File: src/rtl/maxnet_engine.sv
// maxnet_engine: winner-take-all (MaxNet) engine over N signed fixed-point channels.
// Performs one full mutual-inhibition update per clock until at most one activation survives.
module maxnet_engine #(
  parameter int N        = 4,
  parameter int W        = 32,
  parameter int FRAC     = 16,
  parameter int EPS      = 16384,
  parameter int MAX_ITER = 64
) (
  input  logic                          clk,
  input  logic                          rst,
  input  logic                          in_valid,
  output logic                          in_ready,
  input  logic [N*W-1:0]                x_in,
  output logic                          out_valid,
  input  logic                          out_ready,
  output logic [W-1:0]                  result,
  output logic [$clog2(N)-1:0]          winner_idx,
  output logic [$clog2(MAX_ITER+1)-1:0] iterations,
  output logic                          tie,
  output logic                          timeout
);

  localparam int IW = $clog2(N);
  localparam int CW = $clog2(MAX_ITER + 1);
  localparam int NW = $clog2(N + 1);
  localparam int SW = W + $clog2(N);
  localparam int PW = W + SW;

  localparam logic signed [PW-1:0] EPS_EXT = PW'(EPS);
  localparam logic signed [PW-1:0] P_MAX   = {{(PW-W+1){1'b0}}, {(W-1){1'b1}}};
  localparam logic signed [PW-1:0] P_MIN   = {{(PW-W+1){1'b1}}, {(W-1){1'b0}}};
  localparam logic signed [W-1:0]  A_MAX   = {1'b0, {(W-1){1'b1}}};

  typedef enum logic [1:0] {IDLE, RUN, DONE} state_t;

  state_t state, state_nx;

  logic signed [W-1:0]  x_reg [N];
  logic signed [W-1:0]  a_reg [N];
  logic [N-1:0]         prev_mask;
  logic [CW-1:0]        iter_cnt;

  logic [N-1:0]         nz_mask;
  logic [NW-1:0]        nz_cnt;
  logic signed [SW-1:0] sum;

  logic signed [SW-1:0] d_arr    [N];
  logic signed [PW-1:0] prod_arr [N];
  logic signed [PW-1:0] shp_arr  [N];
  logic signed [W-1:0]  p_arr    [N];
  logic signed [W:0]    diff_arr [N];
  logic signed [W-1:0]  a_nx     [N];

  logic [IW-1:0]        nz_idx, prev_idx, max_idx, win_sel;
  logic signed [W-1:0]  max_val;
  logic                 accept, step, finish, tie_nx, timeout_nx;

  // Population summary of the current activations
  always_comb begin
    sum     = '0;
    nz_mask = '0;
    nz_cnt  = '0;
    for (int i = 0; i < N; i++) begin
      sum        = sum + SW'(a_reg[i]);
      nz_mask[i] = (a_reg[i] != '0);
      if (a_reg[i] != '0) nz_cnt = nz_cnt + NW'(1);
    end
  end

  // Inhibition update: a_i - sat((EPS * (S - a_i)) >>> FRAC), clamped to [0, max]
  always_comb begin
    for (int i = 0; i < N; i++) begin
      d_arr[i]    = sum - SW'(a_reg[i]);
      prod_arr[i] = EPS_EXT * PW'(d_arr[i]);
      shp_arr[i]  = prod_arr[i] >>> FRAC;
      if (shp_arr[i] > P_MAX)
        p_arr[i] = P_MAX[W-1:0];
      else if (shp_arr[i] < P_MIN)
        p_arr[i] = P_MIN[W-1:0];
      else
        p_arr[i] = shp_arr[i][W-1:0];
      diff_arr[i] = (W+1)'(a_reg[i]) - (W+1)'(p_arr[i]);
      if (diff_arr[i][W] || (diff_arr[i] == '0))
        a_nx[i] = '0;
      else if (diff_arr[i][W-1])
        a_nx[i] = A_MAX;
      else
        a_nx[i] = diff_arr[i][W-1:0];
    end
  end

  // Candidate winners: surviving channel, lowest previously live channel, strongest channel
  always_comb begin
    nz_idx   = '0;
    prev_idx = '0;
    max_idx  = '0;
    max_val  = a_reg[0];
    for (int i = N - 1; i >= 0; i--) begin
      if (nz_mask[i])   nz_idx   = IW'(i);
      if (prev_mask[i]) prev_idx = IW'(i);
    end
    for (int i = 1; i < N; i++) begin
      if (a_reg[i] > max_val) begin
        max_val = a_reg[i];
        max_idx = IW'(i);
      end
    end
  end

  always_ff @(posedge clk or negedge rst) begin
    if (!rst) state <= IDLE;
    else      state <= state_nx;
  end

  // Next state and datapath strobes; termination rules are checked in priority order
  always_comb begin
    state_nx   = state;
    accept     = 1'b0;
    step       = 1'b0;
    finish     = 1'b0;
    win_sel    = '0;
    tie_nx     = 1'b0;
    timeout_nx = 1'b0;
    case (state)
      IDLE: begin
        if (in_valid) begin
          accept   = 1'b1;
          state_nx = RUN;
        end
      end
      RUN: begin
        if (nz_cnt == NW'(1)) begin
          finish  = 1'b1;
          win_sel = nz_idx;
        end else if (nz_cnt == '0) begin
          finish  = 1'b1;
          win_sel = prev_idx;
          tie_nx  = 1'b1;
        end else if (iter_cnt == CW'(MAX_ITER)) begin
          finish     = 1'b1;
          win_sel    = max_idx;
          timeout_nx = 1'b1;
        end else begin
          step = 1'b1;
        end
        if (finish) state_nx = DONE;
      end
      DONE: begin
        if (out_ready) state_nx = IDLE;
      end
      default: state_nx = IDLE;
    endcase
  end

  assign in_ready  = (state == IDLE);
  assign out_valid = (state == DONE);

  always_ff @(posedge clk or negedge rst) begin
    if (!rst) begin
      for (int i = 0; i < N; i++) begin
        x_reg[i] <= '0;
        a_reg[i] <= '0;
      end
      prev_mask  <= '0;
      iter_cnt   <= '0;
      result     <= '0;
      winner_idx <= '0;
      iterations <= '0;
      tie        <= 1'b0;
      timeout    <= 1'b0;
    end else begin
      if (accept) begin
        for (int i = 0; i < N; i++) begin
          x_reg[i] <= x_in[i*W +: W];
          a_reg[i] <= x_in[i*W+W-1] ? '0 : x_in[i*W +: W];
        end
        prev_mask <= '1;
        iter_cnt  <= '0;
      end
      if (step) begin
        for (int i = 0; i < N; i++) a_reg[i] <= a_nx[i];
        prev_mask <= nz_mask;
        iter_cnt  <= iter_cnt + CW'(1);
      end
      if (finish) begin
        result     <= x_reg[win_sel];
        winner_idx <= win_sel;
        iterations <= iter_cnt;
        tie        <= tie_nx;
        timeout    <= timeout_nx;
      end
    end
  end

endmodule

File: config.mk
export PLATFORM = sky130hd
export DESIGN_NAME = maxnet_engine
export DESIGN_NICKNAME = d
export VERILOG_FILES = /design/src/rtl/maxnet_engine.sv
export SDC_FILE = /design/constraint.sdc
export NUM_CORES = 2
export LEC_CHECK = 0
export ABC_CLOCK_PERIOD_IN_PS = 7940
export CORE_ASPECT_RATIO = 0.7
export CORE_MARGIN = 2
export CORE_UTILIZATION = 56
export CTS_CLUSTER_SIZE = 12
export DETAILED_ROUTE_END_ITERATION = 8
export GPL_TIMING_DRIVEN = 1
export PLACE_DENSITY = 0.79
export SYNTH_ARGS = -nofsm -noshare
export SYNTH_HDL_FRONTEND = slang
export SYNTH_SLANG_ARGS = --single-unit
export TNS_END_PERCENT = 20
File: constraint.sdc
create_clock -name clk -period 7.94 [get_ports clk]
set_input_delay 1.588 -clock clk [delete_from_list [all_inputs] [get_ports clk]]
set_output_delay 1.588 -clock clk [all_outputs]
set_load 0.005 [all_outputs]
Word level (Yosys, flattened, before mapping)
Cells that the tools add are included.
{"block": "classes", "add_sub_neg": 15, "multipliers": 0, "n_div": 0, "magnitude_cmp": 12, "eq_ne": 7, "shifts": 0, "n_mux": 71, "bitwise": 1, "n_reduce_logical": 16}
{"operator": "two-way mux 32 bit", "n": 12}
{"operator": "two-way mux 31 bit", "n": 12}
{"operator": "two-way mux 128 bit", "n": 2}
{"operator": "subtractor 34 x 32 -> 34 bit", "n": 4}
{"operator": "logical NOT 33 bit", "n": 4}
{"operator": "subtractor 32 x 32 -> 33 bit", "n": 4}
{"operator": "greater-than comparator 32 bit, second input constant", "n": 4}
{"operator": "< comparator 32 bit, second input constant", "n": 4}
{"operator": "nonzero test 32 bit", "n": 4}
{"operator": "greater-than comparator 32 bit", "n": 3}
{"operator": "binary-select mux 32 bit (select 2 bit)", "n": 1}
{"operator": "adder 33 x 32 -> 34 bit", "n": 1}
{"operator": "adder 34 x 32 -> 34 bit", "n": 1}
{"operator": "two-way mux 2 bit", "n": 17}
{"operator": "adder 32 x 32 -> 33 bit", "n": 1}
{"operator": "two-way mux 1 bit", "n": 19}
{"operator": "two-way mux 7 bit", "n": 2}
{"operator": "adder 3 x 1 -> 3 bit, second input constant", "n": 3}
{"operator": "two-way mux 3 bit", "n": 3}
{"operator": "two-way mux 4 bit", "n": 2}
{"operator": "adder 7 x 1 -> 7 bit, second input constant", "n": 1}
{"operator": "== test 7 bit, second input constant", "n": 1}
{"operator": "case mux 2 bit (3 select lines)", "n": 1}
{"operator": "logical OR 1 bit", "n": 4}
{"operator": "other kinds (11)", "n": 12}
{"block": "word_totals", "register_bits": 312, "latch_bits": 0, "mem_bits_rw": 0, "romBits": 0, "inputBits": 132, "output_inout_bits": 45, "word_cells": 138, "memories": 0}

Depth between registers and ports, before layout
{"block": "depth", "word_depth": 16, "depth_mapped": 41, "depth_no_buf": 39}

Worst setup path after synthesis
No wires, ideal clock.
{"block": "synth_path", "kind": "register to register", "start": "register a_reg[1] (netlist name)", "end": "register a_reg[26] (netlist name)", "setup_time_ns": 0.124, "t_arrival_ns": 8.044, "required_ns": 7.816, "slack_ns": -0.227, "path_stages_with_launch": 40, "path_buffers": 1, "synth_period_minus_slack_ns": 8.167, "path_cell_list": "dfrtp_1 inv_1 fa_1 inv_1 fa_1 ha_1 inv_1 fa_1 nor2b_1 o31ai_1 and2_1 nor2_1 a41oi_1 nor2b_1 o21a_1 nor2_1 xnor2_1 ha_1 [4 not listed] and2_1 o21ai_0 nand2b_1 a21oi_1 xor2_1 ha_1 and4_1 nor2b_1 o21ai_0 nand2b_1 a31o_1 a221o_1 a2111oi_0 nor2_1 o31a_1 buf_2 or2_1 o31a_1"}
{"block": "synth_between", "elab_chain_len": 10, "word_cells_on_any_way": 20, "classes_between": "add/sub: 3; order compare: 2; eq/ne: 1; mux: 9; reduce/logical: 5"}
{"element": "start: declaration", "line_no": "40", "source": "logic signed [W-1:0] a_reg [N];"}
{"element": "start signal: indexed assignment", "line_no": "176", "source": "a_reg[i] <= x_in[i*W+W-1] ? '0 : x_in[i*W +: W];"}
{"element": "adder 34 x 32 -> 34 bit", "line_no": "65", "source": "sum = sum + SW'(a_reg[i]);"}
{"element": "subtractor 34 x 32 -> 34 bit", "line_no": "74", "source": "d_arr[i] = sum - SW'(a_reg[i]);"}
{"element": "< comparator 32 bit", "line_no": "79", "source": "else if (shp_arr[i] < P_MIN)"}
{"element": "two-way mux 32 bit", "line_no": "79"}
{"element": "two-way mux 32 bit", "line_no": "77", "source": "if (shp_arr[i] > P_MAX)"}
{"element": "subtractor 32 x 32 -> 33 bit", "line_no": "83", "source": "diff_arr[i] = (W+1)'(a_reg[i]) - (W+1)'(p_arr[i]);"}
{"element": "logical NOT 33 bit", "line_no": "84", "source": "if (diff_arr[i][W] || (diff_arr[i] == '0))"}
{"element": "logical OR 1 bit", "line_no": "84"}
{"element": "two-way mux 31 bit", "line_no": "84"}
{"element": "two-way mux 128 bit", "line_no": "181", "source": "if (step) begin"}
Parallel ways exist; a longest one is shown, timed or not.
A chain may end at the register's enable or synchronous reset.

Final worst setup path
{"block": "layout_path", "start": "register a_reg[65] (netlist name)", "end": "register a_reg[32] (netlist name)"}
{"block": "layout_between", "elab_chain_len": 12, "word_cells_on_any_way": 26, "classes_between": "add/sub: 7; order compare: 2; eq/ne: 1; mux: 11; reduce/logical: 5"}
{"element": "adder 32 x 32 -> 33 bit", "line_no": "65"}
{"element": "adder 33 x 32 -> 34 bit", "line_no": "65"}
{"element": "adder 34 x 32 -> 34 bit", "line_no": "65"}
{"element": "subtractor 34 x 32 -> 34 bit", "line_no": "74"}
{"element": "< comparator 32 bit", "line_no": "79"}
{"element": "two-way mux 32 bit", "line_no": "79"}
{"element": "two-way mux 32 bit", "line_no": "77"}
{"element": "subtractor 32 x 32 -> 33 bit", "line_no": "83"}
{"element": "logical NOT 33 bit", "line_no": "84"}
{"element": "logical OR 1 bit", "line_no": "84"}
{"element": "two-way mux 31 bit", "line_no": "84"}
{"element": "two-way mux 128 bit", "line_no": "181"}
Parallel ways exist; a longest one is shown, timed or not.

==> qor.csv <==
stage,metric,value,unit
outcome,status,finished with violations,
outcome,violations,negative setup slack,
placed_design,io_buffers,176,
critical_path,path_class,reg -> reg,
synthesis,ys_types,83,
routing,wl_per_cell,23.4,um
clock_tree,cts_tree,built,
routing,drt_iter0_drc,3635,
timing,skew,0.0431,ns
clock_tree,h-tree-depth,2,
critical_path,critPathCaptureType,flop,
routing,drc,0,
critical_path,worst_path_largest_cell_delay,0.55,ns
synthesis,syn_nets,4337,
synthesis,syn-cell-area,0.0307,mm2
critical_path,critPathMaxFanout,28,
routing,wl_met2,45100,um
routing,highest_layer,met5,
clock_tree,cts_sinks,308,
clock_tree,cts_hold_buf,0,
timing,max_freq,124,MHz
synthesis,syn_inst,3763,
synthesis,yosys.area.top_type,dfrtp_1,
clock_tree,insertion_delay,0.60,ns
global_routing,globalRouteOverflowTotal,0,
hold_path,hp-class,reg -> reg,
cells_and_area,layout-drive-gt1-share,0.158,
clock_tree,cts_root_buf,clkbuf_16,
timing,worstMarginPinSlew,1.24,ns
synthesis,synthFlopType,dfrtp_1,
timing,setup_viol,76,
floorplanning,rows,71,
timing,setup_slack,-0.0970,ns
routing,ant_nets,0,
floorplanning,ioPinCount,177,
timing,rsz0062_at_grt,yes,
synthesis,ys_seq_area_frac,0.251,
global_routing,grt_max_degree,165,
flow_run,drv_cap,0,
critical_path,cp_common_cell,buf_4,
synthesis,yosysWarnings,0,
floorplanning,core_area,0.0539,mm2
synthesis,synth_enable_flop_cells,0,
critical_path,cp-start-kind,flop,
cells_and_area,final_cell_mix,"610 x nand2_1, 394 x buf_4, 369 x ha_1, 307 x dfrtp_1, 260 x inv_1",
synthesis,syn_avg_cell_area,8.15,um2
synthesis,async_reset_ff_frac,1.00,
critical_path,cp_data_arrival_time,8.51,ns
critical_path,cp_slowest_cell,fa_1,
floorplanning,die-area,0.0567,mm2
routing,dr.pass1.iters,8,
cells_and_area,layout.nets,4856,
global_routing,grt_antenna_before_repair,10,
cells_and_area,final_common_cell,nand2_1,
timing,slew_headroom,0.172,
synthesis,synth_seq_cells,308,
floorplanning,start_util,0.569,
timing,slew_violations,0,
clock_tree,clock_path_buffers,3,
clock_tree,path_clk_slew,0.06,ns
cells_and_area,fill_cells,4214,
synthesis,synth_top_area_frac,0.251,
floorplanning,die_w,284,um
routing,wl_met3,20400,um
cells_and_area,largest_reg_flops,128,
routing,num_vias,31700,
clock_tree,cts_buffers,36,
routing,via_per_inst,6.30,
timing,finalSetupTns,-2.69,ns
cells_and_area,syn2layout_area_growth,25.0,%
global_routing,grtUsageTotal,0.400,
synthesis,synth.area.top_cells,"dfrtp_1 25%, ha_1 15%, nand2_1 7.5%",
routing,drt-met1-wl,49000,um
timing,timing.final.crit_period,8.04,ns
global_routing,grt_first_pass_wirelength,173000,um
timing,fin_crit_sh,1.01,
global_routing,grt_pass1_vias,29400,
timing,hold_viol_final,0,
routing,drt_wl_total,118000,um
placed_design,gp_congestion,1.04,
placed_design,detailed_place_hpwl,91400,um
floorplanning,die_y,200,um
critical_path,cp.required,8.41,ns
-- critical path: cells and delay by family, from the launching register on --
family	cells	cell delay, ns
XOR/XNOR	3	0.42
adder cells (fa/ha/maj)	6	2.23
AND/OR/NAND/NOR	9	1.31
buffers and inverters	9	1.00
flip-flops	1	0.36
AO/OA/AOI/OAI	15	2.59
-- cell usage after synthesis (7+ instances only) --
cell type	n
or3_1	10
o21ai_1	49
fa_1	67
nor2b_1	49
nor4_1	33
dfrtp_1	308
nand2_1	614
buf_2	17
and3_1	19
o31ai_1	15
ha_1	375
nand2b_1	43
a211o_1	9
a21o_1	142
and4_1	12
o21bai_1	41
o21ai_0	243
nor3_1	46
mux2i_1	66
o21a_1	36
o211ai_1	19
xor2_1	88
mux2_2	7
a41oi_1	7
nor2_1	209
a21oi_1	280
inv_1	265
clkbuf_1	90
a31oi_1	25
buf_1	7
nand4_1	41
or2_2	13
nand3_1	50
a211oi_1	27
and2_1	12
a221oi_1	37
a21boi_0	9
xnor2_1	162
a22oi_1	110
-- metrics by stage --
stage | cells | hold WS, ns | utilization | instance area, um2 | setup slack [ns]
after global routing | 5031 | 0.492 | 0.710 | 38300 | -0.408
final | 5037 | 0.475 | 0.711 | 38300 | -0.0970
after floorplan | 3763 | 0.445 | - | 30700 | 0.00820
after detailed placement | 4924 | 0.461 | 0.666 | 35900 | -0.470
after global placement | 4924 | 0.456 | 0.666 | 35900 | -0.229
after CTS | 5006 | 0.476 | 0.695 | 37500 | -0.0381
-- cell families (layout without fill, tap and decap cells) --
kind of cell | after synthesis | count (layout) | synth area share
xor+xnor | 250 | 250 | 0.0714
other cells | 0 | 9 | 0
buf+inv | 385 | 917 | 0.0486
compound gates | 1136 | 1139 | 0.238
mux | 73 | 73 | 0.0241
fa+ha+maj | 442 | 442 | 0.197
flops | 308 | 308 | 0.251
simple gates | 1169 | 1169 | 0.169
-- path summary, 6_finish.rpt --
kind | slack [ns] | end | depth (start not counted) | from
min in group asynchronous | 1.05 | x_reg[63] | 1 | rst
setup reg to reg | -0.1 | a_reg[32] | 42 | a_reg[65]
hold / removal | 0.48 | x_reg[8] | 2 | x_reg[8]
setup / recovery | -0.1 | a_reg[32] | 42 | a_reg[65]
max in group asynchronous | 5.38 | a_reg[97] | 2 | rst
hold reg to reg | 0.48 | x_reg[8] | 2 | x_reg[8]
-- final cells by class --
type | count | area, um2 | area share
antenna | 9 | 22.5 | 0.000588
timing repair buffer | 598 | 5220 | 0.136
clock inverter | 11 | 111 | 0.00291
tap | 730 | 913 | 0.0238
sequential | 308 | 7710 | 0.201
inverter | 265 | 995 | 0.0260
multi-input combinational | 3073 | 22400 | 0.584
clock buffer | 43 | 957 | 0.0250
-- timing repair --
| item | 4_1_cts | 5_1_grt |
|---|---|---|
| buffers inserted | 24 | 17 |
| gates cloned | 4 | 5 |
| pin swaps | 39 | 80 |
| resized for setup | 57 | 187 |
| setup endpoints to repair | 124 | 156 |
-- per-layer routing --
layer	up-vias	global-route usage
met4	12	0.0927
li1	14500	-
met1	15000	0.579
met5	-	0.0167
met3	230	0.177
met2	1986	0.537
Power is not shown: default switching activity piles up to over one toggle a cycle in this logic, so the estimate is an artifact.
